[src/rtl/stage_scroll_if.sv]
// Control/observation bundle between the game input logic and the scroll sequencer.
// The master side drives frame timing and player/collision events.
interface stage_scroll_if;
    logic        new_frame;
    logic        start;
    logic        hit;
    logic        pause;
    logic [3:0]  speed;
    logic [7:0]  shift;
    logic        running;
    logic        spawn;
    logic [15:0] distance;
    logic [1:0]  state;

    modport master (
        output new_frame, start, hit, pause, speed,
        input  shift, running, spawn, distance, state
    );

    modport slave (
        input  new_frame, start, hit, pause, speed,
        output shift, running, spawn, distance, state
    );
endinterface

[src/rtl/stage_scroll_ctrl.sv]
// Game-level run/pause/dead sequencer with per-frame sub-pixel ground scroll,
// run distance counter and pipe-spawn pulse generation.
module stage_scroll_ctrl #(
    parameter int unsigned PERIOD      = 28,
    parameter int unsigned IDLE_STEP   = 4,
    parameter int unsigned SPAWN_DIST  = 96,
    parameter int unsigned DEAD_FRAMES = 60
) (
    input  logic           clk,
    input  logic           rstn,
    stage_scroll_if.slave  bus
);

    localparam int unsigned PIX_W  = $clog2(PERIOD);
    localparam int unsigned SUM_W  = PIX_W + 1;
    localparam int unsigned ACC_W  = $clog2(SPAWN_DIST + 4);
    localparam int unsigned DT_W   = $clog2(DEAD_FRAMES + 1);
    localparam int unsigned DIST_W = 16;

    typedef enum logic [1:0] {
        ST_IDLE  = 2'd0,
        ST_RUN   = 2'd1,
        ST_PAUSE = 2'd2,
        ST_DEAD  = 2'd3
    } state_e;

    state_e              state_q, state_d;
    logic                running_q, running_d;
    logic                spawn_q, spawn_d;
    logic [PIX_W-1:0]    pix_q, pix_d;
    logic [1:0]          frac_q, frac_d;
    logic [DIST_W-1:0]   dist_q, dist_d;
    logic [ACC_W-1:0]    acc_q, acc_d;
    logic [DT_W-1:0]     dt_q, dt_d;

    logic [3:0]          step;
    logic [4:0]          frac_sum;
    logic [2:0]          inc;
    logic [SUM_W-1:0]    pix_sum;
    logic [DIST_W:0]     dist_sum;
    logic [ACC_W-1:0]    acc_sum;

    // Frame arithmetic and state transitions; updates use the pre-transition state.
    always_comb begin
        state_d  = state_q;
        pix_d    = pix_q;
        frac_d   = frac_q;
        dist_d   = dist_q;
        acc_d    = acc_q;
        dt_d     = dt_q;
        spawn_d  = 1'b0;
        step     = 4'd0;

        case (state_q)
            ST_IDLE: step = 4'(IDLE_STEP);
            ST_RUN:  step = bus.speed;
            default: step = 4'd0;
        endcase

        frac_sum = 5'(frac_q) + 5'(step);
        inc      = frac_sum[4:2];
        pix_sum  = SUM_W'(pix_q) + SUM_W'(inc);
        // A step is always shorter than the period, so a single wrap is enough.
        if (pix_sum >= SUM_W'(PERIOD)) begin
            pix_sum = pix_sum - SUM_W'(PERIOD);
        end
        dist_sum = (DIST_W+1)'(dist_q) + (DIST_W+1)'(inc);
        acc_sum  = acc_q + ACC_W'(inc);

        if (bus.new_frame) begin
            pix_d  = PIX_W'(pix_sum);
            frac_d = frac_sum[1:0];
            if (state_q == ST_RUN) begin
                dist_d = dist_sum[DIST_W] ? {DIST_W{1'b1}} : dist_sum[DIST_W-1:0];
                if (acc_sum >= ACC_W'(SPAWN_DIST)) begin
                    acc_d   = acc_sum - ACC_W'(SPAWN_DIST);
                    spawn_d = 1'b1;
                end else begin
                    acc_d = acc_sum;
                end
            end
            if (state_q == ST_DEAD && dt_q != DT_W'(DEAD_FRAMES)) begin
                dt_d = dt_q + DT_W'(1);
            end
        end

        case (state_q)
            ST_IDLE: begin
                if (bus.start) begin
                    state_d = ST_RUN;
                    dist_d  = '0;
                    acc_d   = '0;
                end
            end
            ST_RUN: begin
                if (bus.hit) begin
                    state_d = ST_DEAD;
                    dt_d    = '0;
                end else if (bus.pause) begin
                    state_d = ST_PAUSE;
                end
            end
            ST_PAUSE: begin
                if (bus.pause) begin
                    state_d = ST_RUN;
                end
            end
            ST_DEAD: begin
                if (bus.start && dt_q == DT_W'(DEAD_FRAMES)) begin
                    state_d = ST_IDLE;
                end
            end
            default: state_d = ST_IDLE;
        endcase

        running_d = (state_d == ST_RUN);
    end

    always_ff @(posedge clk or negedge rstn) begin
        if (!rstn) begin
            state_q   <= ST_IDLE;
            running_q <= 1'b0;
            spawn_q   <= 1'b0;
            pix_q     <= '0;
            frac_q    <= '0;
            dist_q    <= '0;
            acc_q     <= '0;
            dt_q      <= '0;
        end else begin
            state_q   <= state_d;
            running_q <= running_d;
            spawn_q   <= spawn_d;
            pix_q     <= pix_d;
            frac_q    <= frac_d;
            dist_q    <= dist_d;
            acc_q     <= acc_d;
            dt_q      <= dt_d;
        end
    end

    assign bus.shift    = 8'(pix_q);
    assign bus.running  = running_q;
    assign bus.spawn    = spawn_q;
    assign bus.distance = dist_q;
    assign bus.state    = state_q;

endmodule
[src/flat_wrapper.sv]
// flat-port wrapper written by rule: the top's interface ports become plain ports
module stage_scroll_ctrl_flat 
#(
    parameter int unsigned PERIOD      = 28,
    parameter int unsigned IDLE_STEP   = 4,
    parameter int unsigned SPAWN_DIST  = 96,
    parameter int unsigned DEAD_FRAMES = 60
)
  (clk, rstn, bus_new_frame, bus_start, bus_hit, bus_pause, bus_speed, bus_shift, bus_running, bus_spawn, bus_distance, bus_state);
  stage_scroll_if bus_i ();
  input  logic clk;
  input  logic rstn;
  input wire logic [$bits(bus_i.new_frame)-1:0] bus_new_frame;
  input wire logic [$bits(bus_i.start)-1:0] bus_start;
  input wire logic [$bits(bus_i.hit)-1:0] bus_hit;
  input wire logic [$bits(bus_i.pause)-1:0] bus_pause;
  input wire logic [$bits(bus_i.speed)-1:0] bus_speed;
  output wire logic [$bits(bus_i.shift)-1:0] bus_shift;
  output wire logic [$bits(bus_i.running)-1:0] bus_running;
  output wire logic [$bits(bus_i.spawn)-1:0] bus_spawn;
  output wire logic [$bits(bus_i.distance)-1:0] bus_distance;
  output wire logic [$bits(bus_i.state)-1:0] bus_state;
  assign bus_i.new_frame = bus_new_frame;
  assign bus_i.start = bus_start;
  assign bus_i.hit = bus_hit;
  assign bus_i.pause = bus_pause;
  assign bus_i.speed = bus_speed;
  assign bus_shift = bus_i.shift;
  assign bus_running = bus_i.running;
  assign bus_spawn = bus_i.spawn;
  assign bus_distance = bus_i.distance;
  assign bus_state = bus_i.state;
  stage_scroll_ctrl #(.PERIOD(PERIOD), .IDLE_STEP(IDLE_STEP), .SPAWN_DIST(SPAWN_DIST), .DEAD_FRAMES(DEAD_FRAMES)) u_core (.clk(clk), .rstn(rstn), .bus(bus_i));
endmodule
[config.mk]
export PLATFORM = sky130hd
export DESIGN_NAME = stage_scroll_ctrl_flat
export DESIGN_NICKNAME = d
export VERILOG_FILES = /design/src/rtl/stage_scroll_if.sv /design/src/rtl/stage_scroll_ctrl.sv /design/src/flat_wrapper.sv
export SDC_FILE = /design/constraint.sdc
export NUM_CORES = 1
export LEC_CHECK = 0
export CAP_MARGIN = 25
export CORE_ASPECT_RATIO = 0.7
export CORE_MARGIN = 4
export CORE_UTILIZATION = 50
export CTS_CLUSTER_DIAMETER = 60
export DETAILED_ROUTE_END_ITERATION = 8
export PLACE_DENSITY = 0.74
export RECOVER_POWER = 100
export SKIP_CTS_REPAIR_TIMING = 1
export SLEW_MARGIN = 10
export SYNTH_ARGS = -nofsm -noshare
export SYNTH_HDL_FRONTEND = slang
export SYNTH_SLANG_ARGS = --single-unit
[constraint.sdc]
create_clock -name clk -period 3.55 [get_ports clk]
set_clock_uncertainty 0.1 [all_clocks]
set_input_delay 0.71 -clock clk [delete_from_list [all_inputs] [get_ports clk]]
set_output_delay 0.71 -clock clk [all_outputs]
set_load 0.02 [all_outputs]
==> results.cfg, run 1 <==
[setup_path]
cpMostUsedCell = fa_2
r2r-start = u_core.bus.state[0]
critPathRequiredTime_ns = 3.62
crit_type = register to register
critPathArrivalTime_ns = 3.62
crit_path_end_kind = register
cpLargestDelayFamily = adder cells
cp-start-kind = register
crit_start = u_core.bus.state[0]
path_max_fanout = 5
critPathMaxStageDelay_ns = 0.40
path_buf_inv = 2
path_cells = and2b_2, and2_4, buf_4, fa_2, xor2_2, ha_2, fa_2, a21o_1, and4_4, xnor2_4, ha_4, buf_6, a32o_1, or2_1
slowest_stage = dfrtp_2

[cells_and_area]
nNetsFinal = 375
final_cell_area_um2 = 3618
final_layout_size_suffix_gt1_share_pct = 26.80
diodes = 0
area_growth_pct = 34.95

[drt]
routedWlPerCell_um = 14.84
routed-via-count = 2281
antenna_left = 0
drcViolationCount = 0
viasPerCell = 5.483
dr.first_iter.drc_count = 96
detail_route.first_pass.iterations = 4
routed_wl_um = 6173

[yosys]
syn_inst = 278
synthTopCellsByCount = 40 x dfrtp_1, 29 x nor2_1, 15 x ha_1, 13 x nor3_1, 12 x xnor2_1
ys_warn_count = 0
syn_area_per_cell_um2 = 9.645
synthTopCellsByArea = dfrtp_1 37%, ha_1 7.0%, nor2_1 4.1%, xnor2_1 3.9%, xor2_1 3.6%
ys_ff_latch = 40
yosysMostFrequentCell = dfrtp_1
yosys.area.top_type = dfrtp_1
async_flop_share_pct = 100.0
yosysSeqAreaShare_pct = 37.33
synth-edff-count = 0
synth_ff_type = dfrtp_1
synth_top_area_share_pct = 37.33
synth_cell_types = 58
syn_area_um2 = 2681

[clock_tree]
clk_transition_reported_paths_ns = 0.08
cts.sinks = 40
htree_levels = 2
cts_tree = done
cts_buffer_depth = 2
clock_latency_ns = 0.29
cts-root-buf = clkbuf_8
cts-buffers-inserted = 5

[power]
p_total_uw = 2088
power_density_nw_per_um2 = 577.0
ir_worst_vdd_mv = 0.3352
p_leak_uw = 0.001673

[grt]
antenna_found_initial = 0
gr-total-overflow = 0
grt_pass1_wl_um = 10450
grt_pass1_vias = 2211
grt_max_degree = 41
grt.total_usage_pct = 19.44

[sta]
setup_viol = 0
rsz0062_at_grt = true
worst_pin_slew_ns = 1.698
max_freq_ghz = 0.2820
drv_slew = 32
min_period_ns = 3.547
fin_crit_sh_pct = 99.90
hold_viol = 0
relSlewSlack_pct = -13.22

[placement]
gp_congestion = 0.8373
dpl-instance-area_um2 = 3351
hpwlAfterDp_um = 4260
io_buffer_count = 34

[status]
failed_checks = capacitance limit, slew limit
outcome = finished with violations

[floorplanning]
die_x_um = 95.53
rows = 21
ios = 38
core_um2 = 4966
initial_core_util_pct = 53.99
die_area_um2 = 6617
die_y_um = 69.27

[run]
drv_cap = 1

[hold_path]
hold_class = input port to async pin
## through the flow
step | TNS, ns | hold WS, ns | utilization [%] | setup slack (ns) | instances
final | 0 | 0.2555 | 72.86 | 0.003417 | 416
after global routing | -0.2757 | 0.2905 | 72.86 | -0.1487 | 416
after CTS | -0.8173 | 0.4369 | 69.29 | -0.2553 | 411
after detailed placement | -3.585 | 0.4196 | 67.47 | -0.5546 | 403
after global placement | -2.670 | 0.4065 | 67.47 | -0.4338 | 403
after floorplan | -0.1041 | 0.3144 | - | -0.08769 | 280
## power breakdown
part           internal, uW  leakage (uW)  switching, uW
combinational           524       0.00111            534
sequential              574      0.000521            138
clock                   159     0.0000455            158
total                  1260       0.00167            831
## placed cells by master, fill, tap and decap left out, types with 9 or more instances in the layout
master	count
inv_1	11
nand4_1	9
nand2_1	11
dfrtp_1	39
nor3_1	13
xnor2_1	10
ha_1	9
nor2_1	27
xor2_1	9
nand3_1	11
buf_4	35
dlygate4sd3_1	26
## path summary, 6_finish.rpt
| check | endpoint | slack, ns | cells after the start |
|---|---|---|---|
| max in group asynchronous | u_core.bus.state[0] | 1.02 | 2 |
| worst max register to register | u_core.acc_q[5] | 0.003 | 14 |
| worst min register to register | u_core.dt_q[4] | 0.46 | 2 |
| min in group clk | u_core.dt_q[4] | 0.46 | 2 |
| worst min-delay path | u_core.pix_q[3] | 0.26 | 1 |
| worst max-delay path | u_core.acc_q[5] | 0.003 | 14 |
## area by class of cell
| cell class | count | area, um^2 |
|---|---|---|
| Timing Repair Buffer | 74 | 651.9 |
| Clock buffer | 8 | 90.09 |
| Inverter | 11 | 41.29 |
| Sequential cell | 40 | 1002 |
| Multi-Input combinational cell | 214 | 1747 |
| Fill cell | 369 | 1348 |
| Tap cell | 69 | 86.33 |
## state kept, by name, indices dropped and copies added (netlist names)
name                 cells
u_core.bus.spawn         1
u_core.pix_q             5
u_core.dt_q              6
u_core.frac_q            2
u_core.bus.distance     16
u_core.bus.running       1
u_core.bus.state         2
u_core.acc_q             7
## worst register-to-register path, stage by stage, from the launching register on
cell and delay [ns]:
dfrtp_2 0.40, and2b_2 0.22, and2_4 0.15, buf_4 0.13
fa_2 0.38, xor2_2 0.18, ha_2 0.21, fa_2 0.36
a21o_1 0.22, and4_4 0.18, xnor2_4 0.16, ha_4 0.20
buf_6 0.11, a32o_1 0.22, or2_1 0.22
## cells by family after synthesis
group           after synthesis  share of synthesized area, %
fa+ha+maj                    19                         9.986
other cells                   1                        0.1399
buf+inv                      26                         4.853
simple gates                113                         24.13
mux                           7                         2.753
xor+xnor                     23                         7.513
flops                        40                         37.33
compound gates               49                         13.30
## metal layers
metal	vias up	GRT usage, %	routed length (um)
li1	1125	-	-
met3	6	4.338	249
met2	51	29.20	2813
met1	1099	28.81	3064
met4	0	3.470	46
met5	-	0	0
No activity file was read; power rests on OpenSTA's default activity.
==> run 2, diff against run 1 <==
- GPL_ROUTABILITY_DRIVEN: unset -> 0
- clock period: 3.55 -> 3.1 ns (I/O delays scaled with it)
==> run 2 against run 1 <==
Against the previous run: the flow finishes with violations (setup timing); power rose by 27%; final area rose by 7.1%; final cell count rose by 1.9%; critical path type unchanged; setup slack got worse by 0.40 ns; sequential power rose by 17%.
==> results.cfg, run 2 (synthesized netlist as in run 1, its figures left out) <==
[status]
outcome = finished with violations
failed_checks = setup timing

[clock_tree]
clk_transition_reported_paths_ns = 0.09
cts.sinks = 40
cts-root-buf = clkbuf_8
htree_levels = 2
cts_tree = done
cts-buffers-inserted = 5
clock_latency_ns = 0.30
cts_buffer_depth = 2

[grt]
grt_pass1_wl_um = 11010
grt-busiest-layer = met2
antenna_found_initial = 0
grt_use_met2_pct = 31.20
grt_max_degree = 24
use_met1_pct = 30.06
grt.total_usage_pct = 20.81
gr-total-overflow = 0
grt_util_met3_pct = 4.121
grt_pass1_vias = 2339

[sta]
drv_slew = 0
min_period_ns = 3.495
rsz0062_at_grt = true
hold_viol = 0
hold_ws_ns = 0.4611
relSlewSlack_pct = 11.59
max_freq_ghz = 0.2861
fin_crit_sh_pct = 112.8
setup_viol = 22
worst_pin_slew_ns = 1.326
worst_slack_ns = -0.3953

[placement]
hpwlAfterDp_um = 4830
dpl-instance-area_um2 = 3465
placed_cells = 410
io_buffer_count = 34

[run]
drv_cap = 0

[power]
intPower_uw = 1599
p_switching_uw = 1058
p_seq_share_pct = 31.3
switching_share_pct = 39.80
power_density_nw_per_um2 = 685.9
combPwrFrac_pct = 51.2
clkPwrFrac_pct = 17.5
ir_worst_vdd_mv = 0.4820
p_leak_uw = 0.001759
p_total_uw = 2657

[cells_and_area]
largest_reg_flops = 16
nNetsFinal = 383
final_common_cell = dfrtp_1
final_layout_size_suffix_gt1_share_pct = 36.34
final_cell_area_um2 = 3874
final_cells = 424
n_fill_cell = 332
layout_common_cells = 39 x dfrtp_1, 36 x buf_4, 26 x nor2_1, 26 x dlygate4sd3_1, 11 x nand2_1
diodes = 0
area_growth_pct = 44.47

[setup_path]
crit_type = register to register
crit_path_end_kind = register
path_max_fanout = 4
critPathArrivalTime_ns = 3.59
cp-start-kind = register
critPathRequiredTime_ns = 3.19

[floorplanning]
die_x_um = 95.53
initial_core_util_pct = 53.99
die_area_um2 = 6617
core_um2 = 4966
die_y_um = 69.27
rows = 21
ios = 38

[drt]
routed-via-count = 2414
antenna_left = 0
detail_route.first_pass.iterations = 4
routedWlPerCell_um = 16.36
dr.first_iter.drc_count = 111
viasPerCell = 5.693
drcViolationCount = 0
routed_wl_um = 6938

[hold_path]
hold_class = register to register
## run 2: cell types whose count changed in the layout (fill, tap and decap cells not counted), moves of 4 or more
cell / before / now
buf_6: 2 / 9
nor3_1: 13 / 9
nor3_2: 4 / 8
o21ai_2: 1 / 5
## run 2: layer usage
metal  up-vias  wire (um)  share of wire, %
met1      1184       3234                47
met3        15        317               4.6
li1       1142          -                 -
met4         0        126               1.8
met2        73       3260                47
met5         -          0                 0
## run 2: final timing paths
kind	start	cells past startpoint	to	slack, ns
min in group asynchronous	rstn	1	u_core.bus.distance[15]	0.49
worst max-delay path	u_core.bus.state[0]	14	u_core.acc_q[6]	-0.40
worst min-delay path	u_core.acc_q[0]	2	u_core.acc_q[0]	0.46
worst max register to register	u_core.bus.state[0]	14	u_core.acc_q[6]	-0.40
worst min register to register	u_core.acc_q[0]	2	u_core.acc_q[0]	0.46
max in group asynchronous	rstn	2	u_core.bus.distance[3]	1.26
## run 2: metrics by stage
step	setup slack (ns)	TNS, ns	utilization [%]
2_1_floorplan	-0.5140	-2.268	-
3_3_place_gp	-0.7636	-11.11	69.77
3_5_place_dp	-0.8614	-12.30	69.77
4_1_cts	-0.5371	-4.772	72.21
5_1_grt	-0.5320	-6.960	78.00
6_report	-0.3953	-4.224	78.00
## run 2: power groups by stage
stage | registers (uW) | clock network, uW | logic (uW)
finish | 831 | 466 | 1360
global route | 855 | 491 | 1490
CTS | 808 | 474 | 1180
detailed placement | 817 | 0 | 1170
global placement | 812 | 0 | 1140
floorplan | 872 | 0 | 668
## run 2: area by class of cell
cell class              count  area [um^2]  area share (%)
multi-input cells         214         1901           49.06
flip-flops and latches     40         1002           25.87
repair buffers             82        721.9           18.64
well taps                  69        86.33           2.229
clock buffers               6        82.58           2.132
inverters                  11        41.29           1.066
clock inverters             2        38.79           1.001
## run 2: worst max-delay path: stages, from the launching register on
cell and delay [ns]:
dfrtp_2 0.40, and2b_2 0.23, and2_4 0.15, ha_4 0.15
fa_2 0.36, xor2_2 0.16, ha_2 0.20, fa_2 0.38
a21o_1 0.22, and4_4 0.18, xnor2_4 0.19, ha_4 0.22
nor2_1 0.15, nor3_2 0.06, a32o_1 0.22
